===== src/rtl/ms_serial_mouse_rx_if.sv =====
// Signal bundle between the serial-mouse receiver and its consumer.
// The receiver takes the master side; the consumer drives rd and observes the packets.
interface ms_serial_mouse_rx_if;
  logic       rd;
  logic       pkt_valid;
  logic [7:0] dx;
  logic [7:0] dy;
  logic       lbut;
  logic       rbut;
  logic       id_seen;
  logic       frame_err;
  logic       busy;

  modport master (
    input  rd,
    output pkt_valid, dx, dy, lbut, rbut, id_seen, frame_err, busy
  );

  modport slave (
    output rd,
    input  pkt_valid, dx, dy, lbut, rbut, id_seen, frame_err, busy
  );
endinterface


===== src/rtl/ms_serial_mouse_rx.sv =====
// Microsoft serial-mouse receiver: 7N1 character decoder with 16x oversampling,
// sync-bit packet alignment and signed X/Y delta plus button reporting.
module ms_serial_mouse_rx #(
  parameter int CLKFREQ      = 50_000_000,
  parameter int BAUDRATE     = 1_200,
  parameter int TIMEOUT_BITS = 16
) (
  input  logic                   clk,
  input  logic                   reset_n,
  ms_serial_mouse_rx_if.master   bus
);

  localparam int                 DIV      = CLKFREQ / (BAUDRATE * 16);
  localparam int                 DIV_W    = (DIV > 1) ? $clog2(DIV) : 1;
  localparam logic [DIV_W-1:0]   DIV_LAST = DIV_W'(DIV - 1);
  localparam int                 TO_W     = $clog2(TIMEOUT_BITS + 1);
  localparam logic [TO_W-1:0]    TO_LIMIT = TO_W'(TIMEOUT_BITS);
  localparam logic [6:0]         ID_CHAR  = 7'h4D;

  typedef enum logic [1:0] {S_IDLE, S_START, S_DATA, S_STOP} state_t;

  state_t             r_state;
  state_t             w_state_nxt;
  logic               r_rd_s1, r_rd_s2, r_rd_q;
  logic [DIV_W-1:0]   r_div_cnt;
  logic [3:0]         r_tick_cnt;
  logic [2:0]         r_bit_cnt;
  logic               r_samp7, r_samp8;
  logic [6:0]         r_shift;
  logic [TO_W-1:0]    r_to_cnt;
  logic [1:0]         r_idx;
  logic [6:0]         r_b1, r_b2;
  logic [7:0]         r_dx, r_dy;
  logic               r_lbut, r_rbut;
  logic               r_pkt_valid, r_id_seen, r_frame_err;

  logic w_fall, w_tick16, w_tick9, w_maj;
  logic w_restart, w_bit_take, w_char_ok, w_char_bad, w_timeout;

  // NOTE: synchronizer and edge flops reset to 1 (idle line) so reset release never looks like a start edge.
  always_ff @(posedge clk or negedge reset_n) begin
    if (!reset_n) begin
      r_rd_s1 <= 1'b1;
      r_rd_s2 <= 1'b1;
      r_rd_q  <= 1'b1;
    end else begin
      r_rd_s1 <= bus.rd;
      r_rd_s2 <= r_rd_s1;
      r_rd_q  <= r_rd_s2;
    end
  end

  assign w_fall   = r_rd_q & ~r_rd_s2;
  assign w_tick16 = (r_div_cnt == DIV_LAST);
  assign w_tick9  = w_tick16 && (r_tick_cnt == 4'd9);
  assign w_maj    = (r_samp7 & r_samp8) | (r_samp7 & r_rd_s2) | (r_samp8 & r_rd_s2);
  assign w_timeout = (r_state == S_IDLE) && (r_idx != 2'd0) && (r_to_cnt == TO_LIMIT);

  // NOTE: sequential state uses non-blocking assignments only, so every flop sees pre-edge values.
  always_ff @(posedge clk or negedge reset_n) begin
    if (!reset_n) r_state <= S_IDLE;
    else          r_state <= w_state_nxt;
  end

  // NOTE: every output of this block gets a default first, so no path can infer a latch.
  always_comb begin
    w_state_nxt = r_state;
    w_restart   = 1'b0;
    w_bit_take  = 1'b0;
    w_char_ok   = 1'b0;
    w_char_bad  = 1'b0;
    unique case (r_state)
      S_IDLE: begin
        if (w_fall) begin
          w_restart   = 1'b1;
          w_state_nxt = S_START;
        end
      end
      S_START: begin
        if (w_tick16 && (r_tick_cnt == 4'd8))
          w_state_nxt = r_rd_s2 ? S_IDLE : S_DATA;
      end
      S_DATA: begin
        if (w_tick9) begin
          w_bit_take = 1'b1;
          if (r_bit_cnt == 3'd7) w_state_nxt = S_STOP;
        end
      end
      S_STOP: begin
        if (w_tick9) begin
          w_char_ok   = w_maj;
          w_char_bad  = ~w_maj;
          w_state_nxt = S_IDLE;
        end
      end
      default: w_state_nxt = S_IDLE;
    endcase
  end

  // Bit-slot timing. Slot 0 is the tail of the start bit, so its tick-9 sample is skipped.
  always_ff @(posedge clk or negedge reset_n) begin
    if (!reset_n) begin
      r_div_cnt  <= '0;
      r_tick_cnt <= '0;
      r_bit_cnt  <= '0;
      r_samp7    <= 1'b1;
      r_samp8    <= 1'b1;
      r_shift    <= '0;
      r_to_cnt   <= '0;
    end else if (w_restart) begin
      r_div_cnt  <= '0;
      r_tick_cnt <= '0;
      r_bit_cnt  <= '0;
      r_to_cnt   <= '0;
    end else begin
      if (w_tick16) begin
        r_div_cnt  <= '0;
        r_tick_cnt <= r_tick_cnt + 4'd1;
        if (r_tick_cnt == 4'd7) r_samp7 <= r_rd_s2;
        if (r_tick_cnt == 4'd8) r_samp8 <= r_rd_s2;
        if ((r_tick_cnt == 4'd15) && (r_state == S_IDLE) && (r_idx != 2'd0)
            && (r_to_cnt != TO_LIMIT))
          r_to_cnt <= r_to_cnt + TO_W'(1);
      end else begin
        r_div_cnt <= r_div_cnt + DIV_W'(1);
      end
      if (w_bit_take) begin
        r_bit_cnt <= r_bit_cnt + 3'd1;
        if (r_bit_cnt != 3'd0) r_shift <= {w_maj, r_shift[6:1]};
      end
    end
  end

  // Packet assembler: a sync-bit character always restarts the packet.
  always_ff @(posedge clk or negedge reset_n) begin
    if (!reset_n) begin
      r_idx       <= 2'd0;
      r_b1        <= '0;
      r_b2        <= '0;
      r_dx        <= '0;
      r_dy        <= '0;
      r_lbut      <= 1'b0;
      r_rbut      <= 1'b0;
      r_pkt_valid <= 1'b0;
      r_id_seen   <= 1'b0;
      r_frame_err <= 1'b0;
    end else begin
      r_pkt_valid <= 1'b0;
      r_id_seen   <= 1'b0;
      r_frame_err <= 1'b0;
      if (w_char_bad) begin
        r_frame_err <= 1'b1;
        r_idx       <= 2'd0;
      end else if (w_char_ok) begin
        if (r_shift == ID_CHAR) r_id_seen <= 1'b1;
        if (r_shift[6]) begin
          r_b1  <= r_shift;
          r_idx <= 2'd1;
        end else begin
          unique case (r_idx)
            2'd1: begin
              r_b2  <= r_shift;
              r_idx <= 2'd2;
            end
            2'd2: begin
              r_idx       <= 2'd0;
              r_lbut      <= r_b1[5];
              r_rbut      <= r_b1[4];
              r_dx        <= {r_b1[1:0], r_b2[5:0]};
              r_dy        <= {r_b1[3:2], r_shift[5:0]};
              r_pkt_valid <= 1'b1;
            end
            default: r_idx <= 2'd0;
          endcase
        end
      end else if (w_timeout) begin
        r_idx <= 2'd0;
      end
    end
  end

  assign bus.pkt_valid = r_pkt_valid;
  assign bus.dx        = r_dx;
  assign bus.dy        = r_dy;
  assign bus.lbut      = r_lbut;
  assign bus.rbut      = r_rbut;
  assign bus.id_seen   = r_id_seen;
  assign bus.frame_err = r_frame_err;
  assign bus.busy      = (r_state != S_IDLE);

endmodule


===== src/flat_wrapper.sv =====
// flat-port wrapper written by rule: the top's interface ports become plain ports
module ms_serial_mouse_rx_flat 
#(
  parameter int CLKFREQ      = 50_000_000,
  parameter int BAUDRATE     = 1_200,
  parameter int TIMEOUT_BITS = 16
)
  (clk, reset_n, bus_rd, bus_pkt_valid, bus_dx, bus_dy, bus_lbut, bus_rbut, bus_id_seen, bus_frame_err, bus_busy);
  ms_serial_mouse_rx_if bus_i ();
  input  logic clk;
  input  logic reset_n;
  input wire logic [$bits(bus_i.rd)-1:0] bus_rd;
  output wire logic [$bits(bus_i.pkt_valid)-1:0] bus_pkt_valid;
  output wire logic [$bits(bus_i.dx)-1:0] bus_dx;
  output wire logic [$bits(bus_i.dy)-1:0] bus_dy;
  output wire logic [$bits(bus_i.lbut)-1:0] bus_lbut;
  output wire logic [$bits(bus_i.rbut)-1:0] bus_rbut;
  output wire logic [$bits(bus_i.id_seen)-1:0] bus_id_seen;
  output wire logic [$bits(bus_i.frame_err)-1:0] bus_frame_err;
  output wire logic [$bits(bus_i.busy)-1:0] bus_busy;
  assign bus_i.rd = bus_rd;
  assign bus_pkt_valid = bus_i.pkt_valid;
  assign bus_dx = bus_i.dx;
  assign bus_dy = bus_i.dy;
  assign bus_lbut = bus_i.lbut;
  assign bus_rbut = bus_i.rbut;
  assign bus_id_seen = bus_i.id_seen;
  assign bus_frame_err = bus_i.frame_err;
  assign bus_busy = bus_i.busy;
  ms_serial_mouse_rx #(.CLKFREQ(CLKFREQ), .BAUDRATE(BAUDRATE), .TIMEOUT_BITS(TIMEOUT_BITS)) u_core (.clk(clk), .reset_n(reset_n), .bus(bus_i));
endmodule

===== config.mk =====
export PLATFORM = sky130hd
export DESIGN_NAME = ms_serial_mouse_rx_flat
export DESIGN_NICKNAME = d
export VERILOG_FILES = /design/src/rtl/ms_serial_mouse_rx_if.sv /design/src/rtl/ms_serial_mouse_rx.sv /design/src/flat_wrapper.sv
export SDC_FILE = /design/constraint.sdc
export NUM_CORES = 1
export LEC_CHECK = 0
export BUFFER_PORTS_ARGS = -buffer_cell sky130_fd_sc_hd__buf_2
export CAP_MARGIN = 20
export CORE_MARGIN = 5
export CORE_UTILIZATION = 34
export CTS_BUF_LIST = sky130_fd_sc_hd__clkbuf_4
export DETAILED_ROUTE_END_ITERATION = 6
export PLACE_DENSITY = 0.59
export SYNTH_ARGS = -nofsm -noshare
export SYNTH_HDL_FRONTEND = slang
export SYNTH_SLANG_ARGS = --single-unit

===== constraint.sdc =====
create_clock -name clk -period 4 [get_ports clk]
set_input_delay 0 -clock clk [delete_from_list [all_inputs] [get_ports clk]]
set_output_delay 0 -clock clk [all_outputs]
set_load 0.03 [all_outputs]

Word-level counts from Yosys, hierarchy flattened
Cells that the tools add are included.

Logic and storage cells: 115. Register bits: 73.

Reduce and logical (&&, ||, !) cells: 23. Bitwise gates (word level): 11. Multiplexer cells: 37. Equal/unequal tests: 19. Add/subtract/negate cells: 4.

Operator list (number): $mux W12 (2); $mux W2 (11); $mux W1 (16); $mux W5 (3); $add A12 B1 Y12 const B (1); $eq A12 B12 Y1 const B (1); $eq A4 B4 Y1 const B (3); $reduce_and A3 Y1 (4); $ne A2 B1 Y1 const B (5); $reduce_bool A2 Y1 (5); $mux W4 (2); $pmux W2 S4 (1); $reduce_and A4 Y1 (2); $eq A7 B7 Y1 const B (1); $logic_and A1 B1 Y1 (7); $eq A2 B2 Y1 const B (3); $mux W3 (2); $reduce_bool A3 Y1 (2); $add A5 B1 Y5 const B (1); $eq A5 B5 Y1 const B (1); $ne A5 B5 Y1 const B (1); $not A1 Y1 (5); $reduce_and A5 Y1 (1); $add A4 B1 Y4 const B (1); other kinds (8) (13).

Depth between registers and ports, before layout
Depth after elaboration: 8. Gate-level depth with buffers: 7. Gate-level depth less buffers: 6.

Worst setup path after synthesis
No wires, ideal clock.

Kind: flip-flop to flip-flop. Start: reg u_core.r_state[0]. End: reg u_core.r_to_cnt[3]. Path buffers: 2. Required time: 3922 ps. Arrival: 2004 ps. Path slack: 1918 ps. Cell stages (with the launch flop): 7. Cells stage by stage: dfrtp_1 -> or2_1 -> buf_6 -> or4_1 -> buf_2 -> or4_1 -> a21oi_1.

Longest elaborated chain between the ends: 6. Elaborated cells on any way between the ends: 9. Classes of those cells: mux (2); reduce/logical (7).

RTL lines: start: declaration (RTL line ms_serial_mouse_rx.sv:22) `state_t r_state;`; start signal: assignment (RTL line ms_serial_mouse_rx.sv:62) `else r_state <= w_state_nxt;`; $logic_not A2 Y1 * (RTL line ms_serial_mouse_rx.sv:72, ms_serial_mouse_rx.sv:121); $logic_and A1 B1 Y1 (2 in series) (RTL line ms_serial_mouse_rx.sv:121) `if ((r_tick_cnt == 4'd15) && (r_state == S_IDLE) && (r_idx != 2'd0)`; $logic_and A1 B1 Y1 (RTL line ms_serial_mouse_rx.sv:122) `&& (r_to_cnt != TO_LIMIT))`; $reduce_bool A2 Y1 (no line); $reduce_and A2 Y1 (no line); end signal: assignment (RTL line ms_serial_mouse_rx.sv:123) `r_to_cnt <= r_to_cnt + TO_W'(1);`; end: declaration (RTL line ms_serial_mouse_rx.sv:30) `logic [TO_W-1:0] r_to_cnt;`.

Every way passes the cells marked *; elsewhere a longest branch is shown, timed or not. A chain may end at the register's enable or synchronous reset.

Final worst setup path
Start: reg u_core.r_div_cnt[2]. End: reg u_core.r_dy[4], in the netlist u_core.bus.dy[4].

Longest elaborated chain between the ends: 6. Elaborated cells on any way between the ends: 8. Classes of those cells: eq/ne (1); mux (4); bitwise (1); reduce/logical (2).

RTL lines: start: declaration (RTL line ms_serial_mouse_rx.sv:25) `logic [DIV_W-1:0] r_div_cnt;`; start signal: assignment (RTL line ms_serial_mouse_rx.sv:125) `r_div_cnt <= r_div_cnt + DIV_W'(1);`; $eq A12 B12 Y1 * (RTL line ms_serial_mouse_rx.sv:54) `assign w_tick16 = (r_div_cnt == DIV_LAST);`; $logic_and A1 B1 Y1 * (RTL line ms_serial_mouse_rx.sv:55) `assign w_tick9 = w_tick16 && (r_tick_cnt == 4'd9);`; $mux W1 (RTL line ms_serial_mouse_rx.sv:90) `if (w_tick9) begin`; $mux W1 (RTL line ms_serial_mouse_rx.sv:72) `unique case (r_state)`; $not A1 Y1 (no line); $reduce_and A4 Y1 (no line) *; end signal: assignment (RTL line ms_serial_mouse_rx.sv:170) `r_dy <= {r_b1[3:2], r_shift[5:0]};`; end: declaration (RTL line ms_serial_mouse_rx.sv:33) `logic [7:0] r_dx, r_dy;`.

Marked as above.

==> metrics <==
Fin. Hold Viols=0; Seq cells post-synth=73; violation count after the first detailed-routing iteration=77; Int Pwr=1.15 mW; max_slew headroom=38.2%; prevailing post-synth register cell=dfrtp_1; CTS Buf Count=9; period utilization=60.6%; drt first pass iters=4; register share of total power=53.8%; Die Wd=108 um; leading cell types in the layout, fill and taps excluded=68 x dfrtp_1, 38 x mux2_2, 29 x nor2_1; worst skew pair latency=420 ps; clock sink total=73; Synth Net Count=282; met3 Use GR=2.40%; largest net degree at the start of global routing=74; GRT met1 Usage=15.5%; worst-margin pin slew=926 ps; first-pass GRT wire length=10400 um; GR Util met2=16.9%; Distinct cells, synth=43; CTS Buffer Depth=2; power per cell area=413 mW/mm^2; Total Routing Usage GR=11.5%; cells along the critical path=nor4b_2, nand4_1, nor2_2, mux2_2; I/O pin count=25; Place WS=1540 ps; CP required=4310 ps; Initial Utilization=35.1%; synthesis-to-finish area growth=13.9%; Seq. cell area=0.00183 mm^2; CP max stage cell=nor2_2; initial antenna violation count=1; Async SR Flop Fraction=100%; vias per inst=4.83; critical path arrival=2740 ps; crit-path max cell delay=760 ps; DRC=0; Fill cells=926; worst-path maximum fanout=18; clock share of power=38.5%; WS Path Type=flop to flop; routed len/inst=13.9 um; HP Class=primary input to asynchronous set/reset pin; Root Driver=clkbuf_4; Buffers on Ports=24; Peak VDD IR=0.000194 V; post-synthesis cell area=0.00326 mm^2; combinational power share=7.7%; max-slew violations=0; maxcap violations=0; leakage power total=1.72 nW; H-tree depth=3; setup slack after layout=1570 ps; Vias=2091; GRT overflow=0; crit end category=flop; HPWL Detailed=4100 um; layout cells sized above 1=30.0%; CP startpoint kind=flop; RD Place Congestion=0.775; Setup TNS Final=0 ps; Core Region=0.00928 mm^2; Multi-input gate area=0.00135 mm^2; status=completed; vias in the first global route=2114; GR peak layer=met2; WL final=6010 um; Sw Pwr=0.381 mW; Final setup viols=0; unrepaired setup endpoints after global routing=false; nets=310; Fmax achieved=0.412 GHz; die area=0.0116 mm^2; Mapped Cells=270; sw frac=24.9%; min Tclk post-route=2430 ps; TritonCTS clock tree=built; CTS clk-pin slew, worst paths=120 ps; Chip Height=108 um; commonest non-fill, non-tap cell in the layout=dfrtp_1; sequential share of the synthesized area=56.3%; EDFF count, synth=0; Post-Route Skew=13.9 ps; Antenna Nets Post-Route=0; synth warn=0; Row Count=35; Mean Syn Cell Area=12.1 um^2
## per-layer routing
layer	vias up	part of all wire [%]
met4	0	2.5
li1	1014	-
met5	-	0
met1	1042	49
met2	25	46
met3	10	2.7
## cells in the mapped netlist (2+ instances only)
library cell / instances / area share, %
xnor2_1: 11 / 3.0
o31ai_1: 4 / 0.92
buf_2: 2 / 0.31
mux2i_1: 3 / 0.92
nor3b_1: 2 / 0.46
nor3_1: 4 / 0.61
nor4bb_1: 2 / 0.61
a21oi_1: 6 / 0.92
clkbuf_1: 6 / 0.69
o21ai_0: 3 / 0.46
and4b_1: 2 / 0.61
nand4b_1: 2 / 0.54
nor2_1: 29 / 3.3
mux2_2: 38 / 13
dfrtp_1: 68 / 52
nor4_1: 6 / 1.2
or4_1: 4 / 0.92
inv_1: 9 / 1.0
a31o_2: 2 / 0.54
nand2_1: 14 / 1.6
dfstp_2: 5 / 4.0
nand3_1: 11 / 1.7
ha_1: 9 / 3.5
a31oi_1: 2 / 0.38
xor2_1: 3 / 0.81
nand4_1: 6 / 1.2
## power by group through the flow
stage	Combinational [mW]	Clock, mW	Sequential, mW
floorplan	0.0977	0	0.818
global route	0.135	0.641	0.832
global placement	0.118	0	0.836
CTS	0.121	0.608	0.824
finish	0.118	0.589	0.824
detailed placement	0.120	0	0.837
## worst max-delay path, delay by kind of cell, from the launching register on
kind / cells / cell delay [ps]
simple gates: 3 / 1440
flops: 1 / 460
mux: 1 / 420
## flip-flops by register name, summed over array words and instances (netlist names), named ones only
| name | count |
|---|---|
| u_core.bus.dx | 8 |
| u_core.bus.frame_err | 1 |
| u_core.r_samp8 | 1 |
| u_core.r_rd_s1 | 1 |
| u_core.r_bit_cnt | 3 |
| u_core.r_div_cnt | 12 |
| u_core.bus.dy | 8 |
| u_core.r_rd_q | 1 |
| u_core.r_b1 | 6 |
| u_core.r_shift | 7 |
| u_core.r_idx | 2 |
| u_core.r_rd_s2 | 1 |
| u_core.r_to_cnt | 5 |
| u_core.r_samp7 | 1 |
| u_core.bus.pkt_valid | 1 |
| u_core.r_tick_cnt | 4 |
| u_core.r_b2 | 6 |
| u_core.bus.lbut | 1 |
| u_core.r_state | 1 |
| u_core.bus.id_seen | 1 |
| u_core.bus.rbut | 1 |
## layout make-up
cell class,instances,area share (%)
repair buffers,26,3.84
clock inverters,6,3.14
clock buffers,10,2.02
multi-input cells,179,36.3
inverters,9,0.910
well taps,129,4.35
flip-flops and latches,73,49.4
diodes,1,0.0674
## what timing repair did
action / CTS / global route
gates resized for setup: 0 / 0
hold buffers: 2 / 0
buffers inserted: 0 / 0
hold endpoints to repair: 69 / 0
## stage by stage
| step | utilization [%] | cells | hold WS [ps] | instance area, um^2 | total power [mW] |
|---|---|---|---|---|---|
| 3_3_place_gp | 37.7 | 414 | 110 | 3500 | 0.954 |
| 6_report | 40.0 | 433 | 212 | 3710 | 1.53 |
| 5_1_grt | 40.0 | 433 | 192 | 3710 | 1.61 |
| 4_1_cts | 39.9 | 432 | 187 | 3710 | 1.55 |
| 3_5_place_dp | 37.7 | 414 | 115 | 3500 | 0.957 |
| 2_1_floorplan | - | 270 | -296 | 3260 | 0.915 |
## logic make-up (layout without fill, tap and decap cells)
logic type,count (synthesis),count (layout),synth area share [%]
AO/OA/AOI/OAI,19,19,3.80
XOR/XNOR,14,14,3.76
adder cells (fa/ha/maj),10,10,3.76
buffers and inverters,18,51,2.38
flip-flops,73,73,56.3
multiplexers,41,41,14.1
other,0,1,0
AND/OR/NAND/NOR,95,95,15.9
## path summary, 6_finish.rpt
path,from,endpoint,slack [ps],depth (start not counted)
worst max-delay path,u_core.r_div_cnt[2]$_DFF_PN0_,u_core.bus.dy[4]$_DFFE_PN0P_,1570,4
worst min-delay path,reset_n,u_core.r_to_cnt[3]$_DFFE_PN0P_,210,2
worst max register to register,u_core.r_div_cnt[2]$_DFF_PN0_,u_core.bus.dy[4]$_DFFE_PN0P_,1570,4
worst min register to register,u_core.r_rd_s1$_DFF_PN1_,u_core.r_rd_s2$_DFF_PN1_,360,0
max in group asynchronous,reset_n,u_core.r_div_cnt[11]$_DFF_PN0_,3150,2
min in group clk,bus_rd,u_core.r_rd_s1$_DFF_PN1_,220,2
No activity file was read; power rests on OpenSTA's default activity.
